$ cat src/rtl/freq_gate_controller_if.sv
// freq_gate_controller_if
//   Groups the measurement signal, run control and result outputs of the
//   frequency gate controller.
//   SignalIn : measured signal, asynchronous to the controller clock
//   Enable   : high runs continuous measure cycles, low parks the controller
//   Binary   : latched edge count (clamped to MAX_COUNT), feeds the BCD path
//   Overflow : latched count exceeded MAX_COUNT
//   Valid    : one-cycle pulse when Binary/Overflow take a new result
//   Gating   : high while the gate window is open
//   master drives SignalIn/Enable; slave (the controller) drives the results.
interface freq_gate_controller_if;
  logic        SignalIn;
  logic        Enable;
  logic [31:0] Binary;
  logic        Overflow;
  logic        Valid;
  logic        Gating;

  modport master (
    output SignalIn,
    output Enable,
    input  Binary,
    input  Overflow,
    input  Valid,
    input  Gating
  );

  modport slave (
    input  SignalIn,
    input  Enable,
    output Binary,
    output Overflow,
    output Valid,
    output Gating
  );
endinterface

$ cat src/rtl/freq_gate_controller.sv
// freq_gate_controller
//   Counts rising edges of SignalIn over a gate window of GATE_CYCLES clocks,
//   latches the count (clamped to MAX_COUNT, with Overflow), then waits
//   HOLD_CYCLES clocks before the next window while Enable stays high.
//   Clock : sole clock, rising edge
//   Reset : synchronous, active-high
//   bus   : slave side of freq_gate_controller_if (SignalIn, Enable in;
//           Binary, Overflow, Valid, Gating out)
//
//   state   | meaning
//   --------+----------------------------------------------------------
//   S_IDLE  | parked, Gating low, waits for Enable
//   S_GATE  | window open, edge pulses counted, timer runs GATE_CYCLES
//   S_LATCH | single cycle, new result visible with Valid high
//   S_HOLD  | idle gap of HOLD_CYCLES cycles before the next window
module freq_gate_controller #(
  parameter int unsigned GATE_CYCLES = 100000000,
  parameter int unsigned HOLD_CYCLES = 1000000,
  parameter int unsigned MAX_COUNT   = 9999
) (
  input logic                    Clock,
  input logic                    Reset,
  freq_gate_controller_if.slave  bus
);

  localparam int unsigned SPAN = (GATE_CYCLES > HOLD_CYCLES) ? GATE_CYCLES : HOLD_CYCLES;
  // The timer is loaded with CYCLES-1 and counts down to 0.
  localparam int TW = (SPAN < 2) ? 1 : $clog2(SPAN);
  localparam logic [TW-1:0] GATE_LOAD = TW'(GATE_CYCLES - 1);
  localparam logic [TW-1:0] HOLD_LOAD = TW'((HOLD_CYCLES == 0) ? 0 : HOLD_CYCLES - 1);
  localparam logic [31:0]   MAX_VAL   = 32'(MAX_COUNT);

  typedef enum logic [1:0] {
    S_IDLE  = 2'd0,
    S_GATE  = 2'd1,
    S_LATCH = 2'd2,
    S_HOLD  = 2'd3
  } state_e;

  state_e        state_q, state_d;
  logic [TW-1:0] timer_q, timer_d;
  logic [31:0]   count_q, count_d;
  logic [31:0]   binary_q, binary_d;
  logic          overflow_q, overflow_d;
  logic          valid_q, valid_d;
  logic          sync1_q, sync1_d;
  logic          sync2_q, sync2_d;
  logic          sync3_q, sync3_d;
  logic          edge_pulse;

  assign edge_pulse = sync2_q & ~sync3_q;

  always_comb begin
    state_d    = state_q;
    timer_d    = timer_q;
    count_d    = count_q;
    binary_d   = binary_q;
    overflow_d = overflow_q;
    valid_d    = 1'b0;
    sync1_d    = bus.SignalIn;
    sync2_d    = sync1_q;
    sync3_d    = sync2_q;

    case (state_q)
      S_IDLE: begin
        if (bus.Enable) begin
          state_d = S_GATE;
          timer_d = GATE_LOAD;
          count_d = '0;
        end
      end

      S_GATE: begin
        if (!bus.Enable) begin
          state_d = S_IDLE;
        end else begin
          if (edge_pulse && (count_q != '1)) begin
            count_d = count_q + 32'd1;
          end
          if (timer_q == '0) begin
            // Result registers load on the edge into LATCH so that the
            // new value and the Valid pulse are visible during LATCH;
            // count_d already includes an edge in the final gate cycle.
            state_d = S_LATCH;
            valid_d = 1'b1;
            if (count_d > MAX_VAL) begin
              binary_d   = MAX_VAL;
              overflow_d = 1'b1;
            end else begin
              binary_d   = count_d;
              overflow_d = 1'b0;
            end
          end else begin
            timer_d = timer_q - TW'(1);
          end
        end
      end

      S_LATCH: begin
        if (HOLD_CYCLES == 0) begin
          if (bus.Enable) begin
            state_d = S_GATE;
            timer_d = GATE_LOAD;
            count_d = '0;
          end else begin
            state_d = S_IDLE;
          end
        end else begin
          state_d = S_HOLD;
          timer_d = HOLD_LOAD;
        end
      end

      S_HOLD: begin
        if (!bus.Enable) begin
          state_d = S_IDLE;
        end else if (timer_q == '0) begin
          state_d = S_GATE;
          timer_d = GATE_LOAD;
          count_d = '0;
        end else begin
          timer_d = timer_q - TW'(1);
        end
      end

      default: begin
        state_d = S_IDLE;
      end
    endcase
  end

  always_ff @(posedge Clock) begin
    if (Reset) begin
      state_q    <= S_IDLE;
      timer_q    <= '0;
      count_q    <= '0;
      binary_q   <= '0;
      overflow_q <= 1'b0;
      valid_q    <= 1'b0;
      sync1_q    <= 1'b0;
      sync2_q    <= 1'b0;
      sync3_q    <= 1'b0;
    end else begin
      state_q    <= state_d;
      timer_q    <= timer_d;
      count_q    <= count_d;
      binary_q   <= binary_d;
      overflow_q <= overflow_d;
      valid_q    <= valid_d;
      sync1_q    <= sync1_d;
      sync2_q    <= sync2_d;
      sync3_q    <= sync3_d;
    end
  end

  assign bus.Binary   = binary_q;
  assign bus.Overflow = overflow_q;
  assign bus.Valid    = valid_q;
  assign bus.Gating   = (state_q == S_GATE);

endmodule
$ cat src/flat_wrapper.sv
// flat-port wrapper written by rule: the top's interface ports become plain ports
module freq_gate_controller_flat 
#(
  parameter int unsigned GATE_CYCLES = 100000000,
  parameter int unsigned HOLD_CYCLES = 1000000,
  parameter int unsigned MAX_COUNT   = 9999
)
  (Clock, Reset, bus_SignalIn, bus_Enable, bus_Binary, bus_Overflow, bus_Valid, bus_Gating);
  freq_gate_controller_if bus_i ();
  input logic Clock;
  input logic Reset;
  input wire logic [$bits(bus_i.SignalIn)-1:0] bus_SignalIn;
  input wire logic [$bits(bus_i.Enable)-1:0] bus_Enable;
  output wire logic [$bits(bus_i.Binary)-1:0] bus_Binary;
  output wire logic [$bits(bus_i.Overflow)-1:0] bus_Overflow;
  output wire logic [$bits(bus_i.Valid)-1:0] bus_Valid;
  output wire logic [$bits(bus_i.Gating)-1:0] bus_Gating;
  assign bus_i.SignalIn = bus_SignalIn;
  assign bus_i.Enable = bus_Enable;
  assign bus_Binary = bus_i.Binary;
  assign bus_Overflow = bus_i.Overflow;
  assign bus_Valid = bus_i.Valid;
  assign bus_Gating = bus_i.Gating;
  freq_gate_controller #(.GATE_CYCLES(GATE_CYCLES), .HOLD_CYCLES(HOLD_CYCLES), .MAX_COUNT(MAX_COUNT)) u_core (.Clock(Clock), .Reset(Reset), .bus(bus_i));
endmodule
$ cat config.mk
export PLATFORM = sky130hd
export DESIGN_NAME = freq_gate_controller_flat
export DESIGN_NICKNAME = d
export VERILOG_FILES = /design/src/rtl/freq_gate_controller_if.sv /design/src/rtl/freq_gate_controller.sv /design/src/flat_wrapper.sv
export SDC_FILE = /design/constraint.sdc
export NUM_CORES = 1
export LEC_CHECK = 0
export CAP_MARGIN = 30
export CORE_MARGIN = 1.5
export CORE_UTILIZATION = 50
export CTS_CLUSTER_SIZE = 10
export DETAILED_ROUTE_END_ITERATION = 16
export HOLD_SLACK_MARGIN = 0.08
export PLACE_DENSITY = 0.7
export SYNTH_ARGS = -nofsm -noshare
export SYNTH_HDL_FRONTEND = slang
export SYNTH_SLANG_ARGS = --single-unit
$ cat constraint.sdc
create_clock -name Clock -period 3.81 [get_ports Clock]
set_input_delay 0.762 -clock Clock [delete_from_list [all_inputs] [get_ports Clock]]
set_output_delay 0.762 -clock Clock [all_outputs]
set_load 0.05 [all_outputs]
==> results.json, run 1 <==
{
  "tns_ns": 0,
  "timing.critical_path.mode_cell": "nor4_2",
  "critPathKind": "flop to flop",
  "synth_commonest_cells": "98 x dfxtp_1, 68 x nor2_1, 63 x a21oi_1, 47 x nand2_1, 32 x nor3_1",
  "clock_path_buffers": 2,
  "die_w_um": 106,
  "wl_um": 13400,
  "cts_resized": 0,
  "gp_congestion": 0.886,
  "slew_headroom_pct": 37.3,
  "cap_violations": 0,
  "hold_buffers": 0,
  "worstHoldEndpoint": "u_core.bus.Binary[11]$_SDFFE_PP0P_",
  "max_stage_delay_ns": 0.73,
  "drtAntennaViolNets": 0,
  "min_path_cells": 2,
  "dieArea_um2": 11200,
  "pin_count": 39,
  "clkPwrFrac_pct": 34.0,
  "clkLatencyLatePin_ns": 0.37,
  "crit_family": "simple AND/OR/NAND/NOR gates",
  "worst_r2r_path_depth": 8,
  "diodes": 0,
  "synth.most_common_cell": "dfxtp_1",
  "synth_cells": 670,
  "synth-seq-area-share_pct": 37.0,
  "worstPathArrival_ns": 3.68,
  "vias": 4919,
  "die_y_um": 106,
  "fp.coreArea_um2": 10300,
  "cts_max_level": 3,
  "cp-end-kind": "flop",
  "p_int_mw": 1.37,
  "power_frac_seq_pct": 57.4,
  "p_leak_nw": 1.95,
  "vdd_drop_max_mv": 0.200,
  "io_buffers": 38,
  "rr_endpoint": "u_core.bus.Binary[3]$_SDFFE_PP0P_",
  "vias_per_cell": 6.01,
  "grt.overflow.total": 0,
  "synth_async_sr_flop_share_pct": 0,
  "ys_warn_count": 0,
  "grt_pass1_vias": 4526,
  "setup-violations-final": 0,
  "rsz0062_at_grt": "false",
  "cts_setup_buffers": 0,
  "min_from": "u_core.bus.Binary[11]$_SDFFE_PP0P_",
  "power_density_nw_per_um2": 316,
  "initialDrtViolationCount": 296,
  "period_minus_slack_ns": 3.43,
  "swShare_pct": 26.7,
  "ys_ff_latch": 98,
  "first_pass_iters": 5,
  "power.total_mw": 1.86,
  "cp_slowest_cell": "or4_1",
  "worstMarginPinSlew_ns": 0.941,
  "routedWlPerCell_um": 16.3,
  "cp_max_fo": 11,
  "synth_cell_types": 67,
  "fillerInstances": 969,
  "fp-row-count": 37,
  "final_nets": 684,
  "finalClockSkew_ns": 0.0115,
  "synthesis.nets": 676,
  "finalCritPeriodShare_pct": 90.1,
  "hold_viol": 0,
  "synth_top_cell_area_share_pct": 37.0,
  "final_cell_area_um2": 5900,
  "hp-class": "flop to flop",
  "r2r_slack_ns": 0.38,
  "status": "finished, final reports clean",
  "tritoncts": "done",
  "slew_viol_final": 0,
  "fmax_mhz": 291,
  "required_ns": 4.05,
  "synth_area_leaders": "dfxtp_1 37%, a21oi_1 5.9%, nor2_1 4.8%, xnor2_1 3.5%, nand2_1 3.3%",
  "drive_gt1_share_pct": 7.47,
  "r2r_start": "u_core.count_q[27]$_SDFFE_PP0P_",
  "antenna_found_initial": 0,
  "synthesis.area_um2": 5300,
  "grt_use_total_pct": 24.6,
  "placed_area_um2": 5710,
  "synth_top_area_cell": "dfxtp_1",
  "numCtsBuffers": 9,
  "drc_errors": 0,
  "hpwl_um": 9450,
  "combPwrFrac_pct": 8.6,
  "clk_pin_slew_ns": 0.10,
  "grt_pass1_wl_um": 22300,
  "grt_max_degree": 63,
  "avgSynthCellArea_um2": 7.92,
  "cp_num_buf_inv": 0,
  "path_cells": "nand3_1 > or4_1 > o211ai_2 > nor4_2 > nor4_4 > nand4_1 > nor4_2 > a21oi_1",
  "final_core_util_pct": 57.1,
  "area_growth_pct": 11.2,
  "synth_flop_cell": "dfxtp_1",
  "worstSetupStartpointType": "flop",
  "start_util_pct": 51.4,
  "root_buffer": "clkbuf_8",
  "synth_enable_flop_cells": 0,
  "p_sw_uw": 497,
  "cts_sinks": 98
}
-- placed cells by master (no fill, tap or decap), drive strengths merged, types with 9 or more instances in the layout --
cell           instances
nand2                 47
o21bai                 9
nor2                  68
or3                   13
nor4                  20
clkdlybuf4s50         37
a22oi                 10
nand3                 24
xnor2                 21
clkbuf                12
dfxtp                 98
nand4                 17
buf                   16
o21ai                 30
a31oi                  9
o31ai                  9
nor3                  32
inv                   12
and3                  11
and2                  21
a21oi                 63
-- metrics by stage --
step           hold WS, ns  std cells  worst slack, ns
6_report             0.464        819            0.376
5_1_grt              0.476        819           0.0848
4_1_cts              0.466        818            0.292
3_5_place_dp         0.446        802            0.310
3_3_place_gp         0.422        802            0.492
2_1_floorplan        0.414        670             1.03
-- cell type report --
cell class / count / area, µm² / share of cell area (%)
multi-input cells: 506 / 3060 / 51.9
well taps: 136 / 170 / 2.89
inverters: 10 / 37.5 / 0.636
clock buffers: 12 / 145 / 2.46
clock inverters: 4 / 33.8 / 0.573
repair buffers: 53 / 488 / 8.27
flip-flops and latches: 98 / 1960 / 33.3
-- kinds of logic (layout without fill, tap and decap cells) --
family	count (synthesis)	after routing	synth area share, %
XOR/XNOR	28	28	4.77
AND/OR/NAND/NOR	298	298	30.3
adder cells (fa/ha/maj)	2	2	0.472
flip-flops	98	98	37.0
AO/OA/AOI/OAI	174	174	21.2
multiplexers	4	4	0.755
buffers and inverters	66	79	5.50
-- power groups by stage --
stage | registers [mW] | logic, mW | clock network (mW)
2_1_floorplan | 1.09 | 0.118 | 0
3_5_place_dp | 1.09 | 0.156 | 0
6_report | 1.07 | 0.160 | 0.632
5_1_grt | 1.07 | 0.175 | 0.686
3_3_place_gp | 1.09 | 0.153 | 0
4_1_cts | 1.07 | 0.159 | 0.652
-- tightest hold or removal path, stage by stage (launching register included) --
cell     delay [ns]
dfxtp_1        0.32
nand2_1        0.05
o31ai_1        0.05
-- routing by layer --
metal	vias to the layer above	wire, µm	track usage (%)
met5	-	0	0
met4	0	371	9.07
met3	32	498	4.97
met2	127	6340	40.9
met1	2289	6160	31.5
li1	2471	-	-
-- how the worst max path moves through the flow --
stage | startpoint | endpoint | cells past startpoint
after global routing | u_core.count_q[0]$_SDFFE_PP0P_ | u_core.bus.Binary[3]$_SDFFE_PP0P_ | 8
after floorplan | u_core.count_q[0]$_SDFFE_PP0P_ | u_core.bus.Binary[5]$_SDFFE_PP0P_ | 8
final | u_core.count_q[27]$_SDFFE_PP0P_ | u_core.bus.Binary[3]$_SDFFE_PP0P_ | 8
after global placement | u_core.count_q[27]$_SDFFE_PP0P_ | u_core.bus.Binary[3]$_SDFFE_PP0P_ | 8
after detailed placement | u_core.count_q[0]$_SDFFE_PP0P_ | u_core.bus.Binary[3]$_SDFFE_PP0P_ | 8
after CTS | u_core.count_q[0]$_SDFFE_PP0P_ | u_core.bus.Binary[3]$_SDFFE_PP0P_ | 8
(Power assumes the default switching activity.)
==> run 2: changes to the inputs <==
- CORE_UTILIZATION: 50 -> 45
- CTS_CLUSTER_SIZE: 10 -> 16
- GPL_ROUTABILITY_DRIVEN: default -> 0
- PLACE_DENSITY: 0.7 -> default
==> run 2 against run 1 <==
Compared with the run above:
- sequential share of layout area down 0.78 points
- power up 17%
- fmax down 0.25%
- worst hold slack worse by 0.022 ns
- wire length up 2.8%
- sequential power about the same
- final area up 2.4%
- clock-buffer cell count down 2
- clock skew down 0.0021 ns
- largest power group unchanged
==> results.json, run 2 (synthesis results as in run 1) <==
{
  "final_common_cell": "dfxtp_1",
  "area_growth_pct": 13.9,
  "hold_buffers": 0,
  "min_path_cells": 1,
  "pin_count": 39,
  "root_buffer": "clkbuf_16",
  "r2r_slack_ns": 0.37,
  "p_leak_nw": 2.02,
  "rsz0062_at_grt": "false",
  "layout_setup_ws_ns": 0.367,
  "cp_slowest_cell": "or4_1",
  "fillerInstances": 1098,
  "antenna_found_initial": 0,
  "power_density_nw_per_um2": 361,
  "cts_setup_buffers": 0,
  "fmax_mhz": 290,
  "die_w_um": 112,
  "max_stage_delay_ns": 0.74,
  "cp_max_fo": 11,
  "first_pass_iters": 5,
  "status": "finished, final reports clean",
  "timing.critical_path.mode_cell": "nor4_2",
  "setup-violations-final": 0,
  "grt_pass1_wl_um": 23000,
  "period_minus_slack_ns": 3.44,
  "vias_per_cell": 6.01,
  "initialDrtViolationCount": 338,
  "tns_ns": 0,
  "numCtsBuffers": 9,
  "wl_um": 13700,
  "path_cells": "nand3_1 > or4_1 > o211ai_2 > nor4_2 > nor4_4 > nand4_1 > nor4_2 > nor3_1",
  "hold_viol": 0,
  "wl_met1_um": 6240,
  "hpwl_um": 9780,
  "tritoncts": "done",
  "vias": 4973,
  "grt.overflow.total": 0,
  "worstHoldEndpoint": "u_core.sync2_q$_SDFF_PP0_",
  "clk_pin_slew_ns": 0.07,
  "finalCritPeriodShare_pct": 90.4,
  "clock_path_buffers": 2,
  "cts_max_level": 3,
  "cap_violations": 0,
  "final_nets": 685,
  "routedWlPerCell_um": 16.6,
  "worstMarginPinSlew_ns": 0.967,
  "worst_r2r_path_depth": 8,
  "start_util_pct": 46.3,
  "clkLatencyLatePin_ns": 0.35,
  "min_from": "u_core.sync1_q$_SDFF_PP0_",
  "fp.coreArea_um2": 11500,
  "vdd_drop_max_mv": 0.369,
  "met2_length_um": 6590,
  "mostFrequentLayoutCells": "98 x dfxtp_1, 68 x nor2_1, 63 x a21oi_1",
  "worstPathArrival_ns": 3.65,
  "hp-class": "flop to flop",
  "pre_cts_slack_ns": 0.361,
  "drtAntennaViolNets": 0,
  "slew_headroom_pct": 35.6,
  "rr_endpoint": "u_core.bus.Overflow$_SDFFE_PP0P_",
  "critPathKind": "flop to flop",
  "die_y_um": 112,
  "cts_resized": 0,
  "grt_pass1_vias": 4672,
  "worstSetupStartpointType": "flop",
  "grt_max_degree": 42,
  "io_buffers": 38,
  "cp-end-kind": "flop",
  "dieArea_um2": 12400,
  "cts_sinks": 98,
  "required_ns": 4.02,
  "wl_met3_um": 640,
  "grt_use_total_pct": 22.6,
  "fp-row-count": 39,
  "dr.max_layer_used": "met4",
  "drc_errors": 0,
  "diodes": 0,
  "slew_viol_final": 0,
  "drive_gt1_share_pct": 7.75,
  "finalClockSkew_ns": 0.00931,
  "r2r_start": "u_core.count_q[27]$_SDFFE_PP0P_"
}
-- run 2: changes by cell type in the layout (fill, tap and decap cells not counted), sizes merged --
cell,change
buf,+1
bufinv,+1
inv,+1
clkbuf,-2
-- run 2: critical path: cells and delay by family, from the launching register on --
kind | cells | cell delay, ns
AND/OR/NAND/NOR | 7 | 2.26
flip-flops | 1 | 0.50
AO/OA/AOI/OAI | 1 | 0.54
-- run 2: final cells by class --
| class | count | area, µm² | share of cell area (%) |
|---|---|---|---|
| Inverter | 10 | 37.5 | 0.622 |
| Timing Repair Buffer | 54 | 495 | 8.20 |
| Clock inverter | 6 | 71.3 | 1.18 |
| Tap cell | 143 | 179 | 2.96 |
| Sequential cell | 98 | 1960 | 32.5 |
| Clock buffer | 10 | 239 | 3.96 |
| Multi-Input combinational cell | 506 | 3060 | 50.6 |
-- run 2: routing by layer --
metal	vias up	track usage, %
li1	2471	-
met1	2348	28.5
met2	132	37.8
met3	22	5.44
met4	0	8.35
met5	-	0
-- run 2: report_power, final --
part           switching, mW  internal, mW
sequential            0.0241          1.05
combinational         0.0991        0.0578
clock                  0.420         0.535
total                  0.543          1.64
-- run 2: worst max path at each step --
stage | startpoint | to | slack, ns | cells after the start
2_1_floorplan | u_core.count_q[0]$_SDFFE_PP0P_ | u_core.bus.Binary[5]$_SDFFE_PP0P_ | 1.03 | 8
3_3_place_gp | bus_Enable | u_core.bus.Binary[3]$_SDFFE_PP0P_ | 0.47 | 8
3_5_place_dp | u_core.count_q[27]$_SDFFE_PP0P_ | u_core.bus.Binary[0]$_SDFFE_PP0P_ | 0.36 | 8
4_1_cts | u_core.count_q[27]$_SDFFE_PP0P_ | u_core.bus.Overflow$_SDFFE_PP0P_ | 0.34 | 8
5_1_grt | u_core.count_q[27]$_SDFFE_PP0P_ | u_core.bus.Binary[1]$_SDFFE_PP0P_ | 0.04 | 8
6_report | u_core.count_q[27]$_SDFFE_PP0P_ | u_core.bus.Overflow$_SDFFE_PP0P_ | 0.37 | 8
-- run 2: per-stage QoR --
step	power (mW)	hold WS [ns]	utilization [%]	cells	area, µm²
after floorplan	1.20	0.414	-	670	5300
after global placement	1.24	0.421	49.9	810	5720
after detailed placement	1.25	0.427	49.9	810	5720
after CTS	2.21	0.450	52.6	826	6030
after global routing	2.27	0.464	52.7	827	6040
final	2.18	0.442	52.7	827	6040
==> run 3: changes to the inputs <==
- SKIP_CTS_REPAIR_TIMING: default -> 1
==> results of run 3 <==
The final DEF is identical to that of run 2; final timing and power are the same.
